File: src/rtl/systolic_pkg.sv
// -----------------------------------------------------------------------------
// systolic_pkg
// Shared definitions for the systolic array read-out path:
//   - default geometry constants (element width, array dimension, first-result
//     latency, row-buffer depth)
//   - collector FSM state encoding (IDLE / COLLECT / DRAIN)
//   - clamp_rows(): limits a requested row count to the buffer depth
// -----------------------------------------------------------------------------
package systolic_pkg;

  localparam int DATA_W_DEF    = 32;
  localparam int N_DEF         = 3;
  localparam int FIRST_LAT_DEF = 3;
  localparam int MAX_ROWS_DEF  = 8;

  typedef enum logic [1:0] {
    IDLE    = 2'd0,
    COLLECT = 2'd1,
    DRAIN   = 2'd2
  } coll_state_t;

  // Requested tile height limited to what the row buffer can hold.
  function automatic logic [3:0] clamp_rows(input logic [3:0] req,
                                            input logic [3:0] max_rows);
    logic [3:0] res;
    if (req > max_rows) begin
      res = max_rows;
    end else begin
      res = req;
    end
    return res;
  endfunction

endpackage

File: src/rtl/systolic_result_collector_if.sv
// -----------------------------------------------------------------------------
// systolic_result_collector_if
// Row-stream handshake between the result collector and its consumer.
//   out_valid   : out_data holds a complete deskewed row
//   out_ready   : consumer accepts the row on this clock
//   out_data    : N elements of DATA_W bits, column j at [j*DATA_W +: DATA_W]
//   out_row_idx : index of the row currently presented
// Modports: master (collector side), slave (consumer side).
// -----------------------------------------------------------------------------
interface systolic_result_collector_if #(
  parameter int DATA_W = systolic_pkg::DATA_W_DEF,
  parameter int N      = systolic_pkg::N_DEF
) ();

  logic                  out_valid;
  logic                  out_ready;
  logic [N*DATA_W-1:0]   out_data;
  logic [3:0]            out_row_idx;

  modport master (
    output out_valid,
    output out_data,
    output out_row_idx,
    input  out_ready
  );

  modport slave (
    input  out_valid,
    input  out_data,
    input  out_row_idx,
    output out_ready
  );

endinterface

File: src/rtl/collector_row_buf.sv
// -----------------------------------------------------------------------------
// collector_row_buf
// MAX_ROWS x N register file holding one result tile.
// Each column has its own write enable and row address because the array
// output is skewed: in one cycle different columns land in different rows.
// Ports:
//   clk, rst  : clock, synchronous active-high reset (clears contents)
//   wr_en     : per-column write enable
//   wr_addr   : per-column row address, column j at [j*AW +: AW]
//   wr_data   : per-column write data, column j at [j*DATA_W +: DATA_W]
//   rd_addr   : row read address
//   rd_data   : combinational read of the addressed row
// -----------------------------------------------------------------------------
module collector_row_buf #(
  parameter int DATA_W   = 32,
  parameter int N        = 3,
  parameter int MAX_ROWS = 8,
  parameter int AW       = $clog2(MAX_ROWS)
) (
  input  logic                clk,
  input  logic                rst,
  input  logic [N-1:0]        wr_en,
  input  logic [N*AW-1:0]     wr_addr,
  input  logic [N*DATA_W-1:0] wr_data,
  input  logic [AW-1:0]       rd_addr,
  output logic [N*DATA_W-1:0] rd_data
);

  logic [DATA_W-1:0] mem_r [MAX_ROWS][N];

  // Element storage: independent per-column writes, full clear on reset.
  always_ff @(posedge clk) begin
    if (rst) begin
      for (int r = 0; r < MAX_ROWS; r++) begin
        for (int c = 0; c < N; c++) begin
          mem_r[r][c] <= {DATA_W{1'b0}};
        end
      end
    end else begin
      for (int c = 0; c < N; c++) begin
        if (wr_en[c]) begin
          mem_r[wr_addr[c*AW +: AW]][c] <= wr_data[c*DATA_W +: DATA_W];
        end
      end
    end
  end

  // Single row read port.
  always_comb begin
    rd_data = {(N*DATA_W){1'b0}};
    for (int c = 0; c < N; c++) begin
      rd_data[c*DATA_W +: DATA_W] = mem_r[rd_addr][c];
    end
  end

endmodule

File: src/rtl/systolic_result_collector.sv
// -----------------------------------------------------------------------------
// systolic_result_collector
// South-edge read-out of the NxN weight-stationary systolic array. Captures the
// skewed column results leaving the bottom PE row, deskews them into whole rows
// in a tile buffer and streams the rows out over a valid/ready handshake.
// The array never stalls, so capture is unconditional; backpressure only
// delays delivery because the buffer holds the whole tile.
// Ports:
//   clk, rst    : clock, synchronous active-high reset
//   start       : one-cycle pulse with activation row 0 entering the array
//   num_rows    : rows in this tile (latched on an accepted start, max MAX_ROWS)
//   south_data  : bottom-row PE outputs, column j at [j*DATA_W +: DATA_W]
//   out_if      : row stream (master modport)
//   busy        : high whenever the FSM is not IDLE
//   done        : one-cycle pulse after the last row is accepted
// Build option:
//   COLLECTOR_RELU_EN : when defined, negative elements are clamped to 0 at
//                       capture (ReLU); otherwise elements are stored bit-exact.
// -----------------------------------------------------------------------------
module systolic_result_collector
  import systolic_pkg::*;
#(
  parameter int DATA_W    = DATA_W_DEF,
  parameter int N         = N_DEF,
  parameter int FIRST_LAT = FIRST_LAT_DEF,
  parameter int MAX_ROWS  = MAX_ROWS_DEF
) (
  input  logic                        clk,
  input  logic                        rst,
  input  logic                        start,
  input  logic [3:0]                  num_rows,
  input  logic [N*DATA_W-1:0]         south_data,
  systolic_result_collector_if.master out_if,
  output logic                        busy,
  output logic                        done
);

  localparam int         AW         = $clog2(MAX_ROWS);
  localparam int         CW         = $clog2(FIRST_LAT + MAX_ROWS + N) + 1;
  localparam logic [3:0] MAX_ROWS_C = 4'(MAX_ROWS);

  coll_state_t          state_r;
  logic [CW-1:0]        cyc_r;
  logic [3:0]           nr_r;
  logic [3:0]           rows_done_r;
  logic [3:0]           rd_ptr_r;
  logic                 out_valid_r;
  logic [N*DATA_W-1:0]  out_data_r;
  logic [3:0]           out_row_idx_r;
  logic                 busy_r;
  logic                 done_r;

  logic                 hs_s;
  logic [N-1:0]         cap_en_s;
  logic [N*AW-1:0]      cap_addr_s;
  logic [N*DATA_W-1:0]  cap_data_s;
  logic                 last_cap_s;
  logic [3:0]           rows_done_n_s;
  logic [3:0]           rd_ptr_n_s;
  logic                 row_avail_s;
  logic [N*DATA_W-1:0]  rd_row_s;
  logic [N*DATA_W-1:0]  fwd_row_s;

  // Per-column element conditioning before it enters the buffer.
  for (genvar j = 0; j < N; j++) begin : g_col
    logic [DATA_W-1:0] elem_s;
    assign elem_s = south_data[j*DATA_W +: DATA_W];
`ifdef COLLECTOR_RELU_EN
    assign cap_data_s[j*DATA_W +: DATA_W] = elem_s[DATA_W-1] ? {DATA_W{1'b0}} : elem_s;
`else
    assign cap_data_s[j*DATA_W +: DATA_W] = elem_s;
`endif
  end

  // Skew window per column: column j carries row (cyc - FIRST_LAT - j).
  always_comb begin
    cap_en_s   = {N{1'b0}};
    cap_addr_s = {(N*AW){1'b0}};
    for (int j = 0; j < N; j++) begin
      if ((state_r == COLLECT) &&
          (int'(cyc_r) >= FIRST_LAT + j) &&
          (int'(cyc_r) <  FIRST_LAT + j + int'(nr_r))) begin
        cap_en_s[j]             = 1'b1;
        cap_addr_s[j*AW +: AW]  = AW'(int'(cyc_r) - FIRST_LAT - j);
      end else begin
        cap_en_s[j]             = 1'b0;
      end
    end
  end

  // Next-state counters; a row completes when its last column is captured.
  always_comb begin
    hs_s          = out_valid_r & out_if.out_ready;
    last_cap_s    = (state_r == COLLECT) &&
                    (int'(cyc_r) == FIRST_LAT + int'(nr_r) + N - 2);
    rows_done_n_s = rows_done_r + {3'b000, cap_en_s[N-1]};
    rd_ptr_n_s    = rd_ptr_r + {3'b000, hs_s};
    row_avail_s   = (rd_ptr_n_s < rows_done_n_s);
  end

  collector_row_buf #(
    .DATA_W   (DATA_W),
    .N        (N),
    .MAX_ROWS (MAX_ROWS),
    .AW       (AW)
  ) u_row_buf (
    .clk     (clk),
    .rst     (rst),
    .wr_en   (cap_en_s),
    .wr_addr (cap_addr_s),
    .wr_data (cap_data_s),
    .rd_addr (rd_ptr_n_s[AW-1:0]),
    .rd_data (rd_row_s)
  );

  // Output row as it will be after this edge: bypass elements written now so
  // the registered row is visible the cycle after its last column lands.
  always_comb begin
    fwd_row_s = rd_row_s;
    for (int j = 0; j < N; j++) begin
      if (cap_en_s[j] && (cap_addr_s[j*AW +: AW] == rd_ptr_n_s[AW-1:0])) begin
        fwd_row_s[j*DATA_W +: DATA_W] = cap_data_s[j*DATA_W +: DATA_W];
      end else begin
        fwd_row_s[j*DATA_W +: DATA_W] = rd_row_s[j*DATA_W +: DATA_W];
      end
    end
  end

  // Collector FSM, counters and registered stream outputs.
  always_ff @(posedge clk) begin
    if (rst) begin
      state_r       <= IDLE;
      cyc_r         <= {CW{1'b0}};
      nr_r          <= 4'd0;
      rows_done_r   <= 4'd0;
      rd_ptr_r      <= 4'd0;
      out_valid_r   <= 1'b0;
      out_data_r    <= {(N*DATA_W){1'b0}};
      out_row_idx_r <= 4'd0;
      busy_r        <= 1'b0;
      done_r        <= 1'b0;
    end else begin
      done_r <= 1'b0;
      case (state_r)
        IDLE: begin
          out_valid_r <= 1'b0;
          if (start && (num_rows != 4'd0)) begin
            state_r     <= COLLECT;
            nr_r        <= clamp_rows(num_rows, MAX_ROWS_C);
            cyc_r       <= {CW{1'b0}};
            rows_done_r <= 4'd0;
            rd_ptr_r    <= 4'd0;
            busy_r      <= 1'b1;
          end else begin
            busy_r      <= 1'b0;
          end
        end
        COLLECT: begin
          cyc_r         <= cyc_r + CW'(1);
          rows_done_r   <= rows_done_n_s;
          rd_ptr_r      <= rd_ptr_n_s;
          out_valid_r   <= row_avail_s;
          out_data_r    <= fwd_row_s;
          out_row_idx_r <= rd_ptr_n_s;
          // The final capture is also the last row's completion, so the
          // tile can never be fully drained while still in COLLECT.
          if (last_cap_s) begin
            state_r <= DRAIN;
          end else begin
            state_r <= COLLECT;
          end
        end
        DRAIN: begin
          rd_ptr_r <= rd_ptr_n_s;
          if (hs_s && (rd_ptr_n_s == nr_r)) begin
            state_r     <= IDLE;
            busy_r      <= 1'b0;
            done_r      <= 1'b1;
            out_valid_r <= 1'b0;
          end else begin
            out_valid_r   <= row_avail_s;
            out_data_r    <= fwd_row_s;
            out_row_idx_r <= rd_ptr_n_s;
          end
        end
        default: begin
          state_r     <= IDLE;
          busy_r      <= 1'b0;
          out_valid_r <= 1'b0;
        end
      endcase
    end
  end

  assign out_if.out_valid   = out_valid_r;
  assign out_if.out_data    = out_data_r;
  assign out_if.out_row_idx = out_row_idx_r;
  assign busy               = busy_r;
  assign done               = done_r;

endmodule

File: src/flat_wrapper.sv
// flat-port wrapper written by rule: the top's interface ports become plain ports
module systolic_result_collector_flat import systolic_pkg::*;
#(
  parameter int DATA_W    = DATA_W_DEF,
  parameter int N         = N_DEF,
  parameter int FIRST_LAT = FIRST_LAT_DEF,
  parameter int MAX_ROWS  = MAX_ROWS_DEF
)
  (clk, rst, start, num_rows, south_data, busy, done, out_if_out_valid, out_if_out_data, out_if_out_row_idx, out_if_out_ready);
  systolic_result_collector_if #(.DATA_W(DATA_W), .N(N)) out_if_i ();
  input  logic clk;
  input  logic rst;
  input  logic start;
  input  logic [3:0] num_rows;
  input  logic [N*DATA_W-1:0] south_data;
  output logic busy;
  output logic done;
  output wire logic [$bits(out_if_i.out_valid)-1:0] out_if_out_valid;
  output wire logic [$bits(out_if_i.out_data)-1:0] out_if_out_data;
  output wire logic [$bits(out_if_i.out_row_idx)-1:0] out_if_out_row_idx;
  input wire logic [$bits(out_if_i.out_ready)-1:0] out_if_out_ready;
  assign out_if_out_valid = out_if_i.out_valid;
  assign out_if_out_data = out_if_i.out_data;
  assign out_if_out_row_idx = out_if_i.out_row_idx;
  assign out_if_i.out_ready = out_if_out_ready;
  systolic_result_collector #(.DATA_W(DATA_W), .N(N), .FIRST_LAT(FIRST_LAT), .MAX_ROWS(MAX_ROWS)) u_core (.clk(clk), .rst(rst), .start(start), .num_rows(num_rows), .south_data(south_data), .out_if(out_if_i), .busy(busy), .done(done));
endmodule
File: config.mk
export PLATFORM = sky130hd
export DESIGN_NAME = systolic_result_collector_flat
export DESIGN_NICKNAME = d
export VERILOG_FILES = /design/src/rtl/systolic_pkg.sv /design/src/rtl/systolic_result_collector_if.sv /design/src/rtl/collector_row_buf.sv /design/src/rtl/systolic_result_collector.sv /design/src/flat_wrapper.sv
export SDC_FILE = /design/constraint.sdc
export NUM_CORES = 1
export LEC_CHECK = 0
export ABC_CLOCK_PERIOD_IN_PS = 5500
export CAP_MARGIN = 30
export CORE_MARGIN = 5
export CORE_UTILIZATION = 35
export CTS_CLUSTER_SIZE = 24
export DETAILED_ROUTE_END_ITERATION = 12
export PLACE_DENSITY = 0.65
export SYNTH_ARGS = -nofsm -noshare
export SYNTH_HDL_FRONTEND = slang
export SYNTH_HIERARCHICAL = 1
export SYNTH_SLANG_ARGS = --single-unit
File: constraint.sdc
create_clock -name clk -period 5.5 [get_ports clk]
set_input_delay 0.55 -clock clk [delete_from_list [all_inputs] [get_ports clk]]
set_output_delay 0.55 -clock clk [all_outputs]
set_load 0.01 [all_outputs]
==> run_results.csv <==
group,metric,value,unit
sta,tns,0,ns
synth,yosysTopAreaCellShare,56.00,%
cells_and_area,final_core_util,41.29,%
floorplanning,start_util,35.35,%
grt,grt_max_degree,152,
power,p_leak,15.34,nW
worst_hold_path,hold_end,"u_core/out_if.out_data[19]",
job,cap_viol_max_count,0,
synth,yosys.area.top_type,"edfxtp_1",
synth,synth_area_leaders,"edfxtp_1 56%, mux4_2 10%, nor3_1 6.3%",
place,place_area,0.04488,mm²
clock_tree,hold_buffers,0,
synth,synth_edf_count,768,
grt,grt_usage,17.13,%
clock_tree,clockRootBuffer,"clkbuf_16",
sta,max_slew.worst_pin.slew,0.9881,ns
power,pwr-share-seq,49.0,%
sta,rsz0062_at_grt,"no",
cells_and_area,fin_cells,4623,
floorplanning,die_h,353.0,µm
cells_and_area,final_cell_mix,"768 x edfxtp_1, 520 x nor3_1, 258 x nor4_1",
setup_path,ff2ff_path_depth,12,
worst_hold_path,min_from,"rst",
sta,relSlewSlack,33.95,%
power,p_clk_share,40.7,%
clock_tree,cts_setup_buffers,0,
detailed_routing,ant_nets,0,
setup_path,setup.worst_path.end_class,"flip-flop",
cells_and_area,fin_nets,3153,
worst_hold_path,whs_path_depth,2,
grt,antenna_found_initial,5,
synth,async_flop_share,0,%
synth,yosysWarnings,6,
setup_path,r2r_setup_slack,0.90,ns
cells_and_area,syn_to_final_growth,16.81,%
sta,setup_viol,0,
grt,grt_pass1_vias,27187,
synth,synthSimpleGateAreaFrac,13.00,%
place,hpwlAfterDp,62.20,mm
synth,yosys_most_used_dff,"edfxtp_1",
synth,synthAdderAreaFrac,0.9418,%
power,finalPower,15.99,mW
sta,fin_crit,4.598,ns
floorplanning,die_area,0.1246,mm²
detailed_routing,vias,26487,
grt,grt_first_pass_wirelength,168.4,mm
place,dp.cells,4442,
clock_tree,cts_tree,"built",
clock_tree,clk_latency,0.67,ns
place,place_congestion,0.7708,
sta,hold_viol,0,
sta,hold_slack,0.4154,ns
grt,grt_overflow,0,
power,combPwrFrac,10.3,%
clock_tree,cts.repair.resized,0,
synth,synthesis.nets,3097,
clock_tree,h-tree-depth,3,
clock_tree,cts.clk_slew.worst_paths,0.06,ns
floorplanning,die_w,353.0,µm
detailed_routing,drt_iter0_drc,2647,
setup_path,r2r-end,"u_core/u_row_buf/mem_r[7][23]",
sta,setup_ws,0.9022,ns
setup_path,timing.rr.start,"u_core/nr_r[0]",
place,portBuffers,206,
floorplanning,row_count,125,
worst_hold_path,hp-class,"in -> reg",
sta,finalClockSkew,0.04180,ns
synth,syn_inst,2962,
clock_tree,cts.sinks,890,
power,p_int,12.18,mW
detailed_routing,remaining_drc_errors,0,
synth,netlist_area,0.04119,mm²
sta,max_freq,0.2175,GHz
synth,yosys.area_share.xor_xnor,0.6623,%
sta,fin_crit_sh,83.60,%
synth,syn_avg_cell_area,13.90,µm²
synth,synth_compound_area_share,4.044,%
status,status,"finished, final reports clean",
synth,ys_seq_area_share,61.93,%
synth,synth_top_family_by_area,"multiplexers",
setup_path,arrival,4.96,ns
cells_and_area,fin_area,0.04811,mm²
power,p_switching,3.804,mW
cells_and_area,mostFrequentLayoutCell,"edfxtp_1",
cells_and_area,fill_cells,10567,
setup_path,crit_required,5.86,ns
synth,ys_seq_elements,890,
detailed_routing,first_pass_iters,5,
clock_tree,numCtsBuffers,95,
power,p_per_area,332.3,mW/mm²
detailed_routing,vias_per_cell,5.729,
setup_path,cp_max_fo,21,
clock_tree,cts_buffer_depth,3,
floorplanning,coreArea,0.1165,mm²
power,vdd_ir_drop_max,238.1,µV
sta,slew_violations,0,
synth,muxShareOfSynthArea,14.80,%
floorplanning,io_pins,207,
cells_and_area,layout-drive-gt1-share,18.89,%
power,netSwitchingFraction,23.79,%
detailed_routing,wl_per_cell,23.65,µm
setup_path,critical_path.startpoint_type,"flip-flop",
place,place_ws,0.9110,ns
synth,synthDistinctLibCells,66,
detailed_routing,routed_wirelength,109.3,mm
setup_path,worst-setup-path-type,"reg -> reg",
## cells in the mapped netlist, types with 24 or more instances
cell,n
mux2_2,97
edfxtp_1,768
buf_2,41
mux2i_1,68
clkinv_1,32
a211oi_1,42
dfxtp_1,122
nand4_1,36
a211oi_2,30
o21bai_1,24
nor4_1,258
inv_1,82
nor3_1,520
a311oi_1,32
clkbuf_1,206
buf_1,50
mux4_2,192
nor2_1,123
o21ai_0,39
ha_1,31
## per-layer routing
metal / vias to the layer above / part of all wire (%) / track usage (%)
met3: 161 / 6.4 / 2.952
met4: 0 / 2.2 / 4.609
met2: 939 / 49 / 28.96
met5: - / 0 / 0
met1: 13507 / 42 / 22.98
li1: 11880 / - / -
## kinds of logic after synthesis
group / Yosys count
flops: 890
xor+xnor: 27
simple gates: 1006
buf+inv: 441
fa+ha+maj: 31
compound gates: 210
mux: 357
## power groups by stage
| stage | logic, mW | registers (mW) | clock network (mW) |
|---|---|---|---|
| after detailed placement | 1.66 | 7.98 | 0 |
| final | 1.65 | 7.84 | 6.50 |
| after global placement | 1.65 | 7.96 | 0 |
| after global routing | 1.78 | 7.87 | 6.90 |
| after floorplan | 0.819 | 8.02 | 0 |
| after CTS | 1.67 | 7.84 | 6.64 |
## worst max path at each step
stage / start / end / slack [ns] / depth (start not counted)
after global routing: u_core/nr_r[2] / u_core/u_row_buf/mem_r[0][53] / 0.59 / 11
after detailed placement: u_core/nr_r[0] / u_core/u_row_buf/mem_r[7][26] / 0.91 / 12
after CTS: u_core/nr_r[2] / u_core/u_row_buf/mem_r[0][53] / 0.87 / 11
final: u_core/nr_r[0] / u_core/u_row_buf/mem_r[7][23] / 0.90 / 12
after global placement: u_core/nr_r[2] / u_core/u_row_buf/mem_r[0][53] / 0.99 / 11
after floorplan: u_core/nr_r[0] / u_core/u_row_buf/mem_r[0][0] / -0.007 / 14
## state kept, by name (all words and copies together), names as in the netlist
register	cells
u_core/rd_ptr_r	4
u_core/out_if.out_data	96
u_core/busy	1
u_core/nr_r	4
u_core/done	1
u_core/cyc_r	5
u_core/u_row_buf/mem_r	768
u_core/state_r	2
u_core/rows_done_r	4
u_core/out_if.out_valid	1
u_core/out_if.out_row_idx	4
## worst max-delay path, cell delays in order, from the launching register on
cell and delay (ns):
dfxtp_1 0.62, inv_1 0.17, ha_1 0.45, inv_1 0.07, ha_1 0.26, nor2b_1 0.12, o2111a_1 0.27, nor4_4 0.28
buf_4 0.36, and2_1 0.26, nand2_2 0.33, o21bai_4 0.73, buf_4 0.33
## area by class of cell
class | count | area, µm² | share of cell area (%)
inverter | 114 | 435.4 | 0.9051
clock buffer | 122 | 2489 | 5.173
clock inverter | 54 | 660.6 | 1.373
antenna | 2 | 5.005 | 0.01040
timing repair buffer | 286 | 2943 | 6.117
multi-input combinational | 1631 | 14160 | 29.44
tap | 1524 | 1907 | 3.964
sequential | 890 | 25500 | 53.02
(Power assumes the default switching activity.)
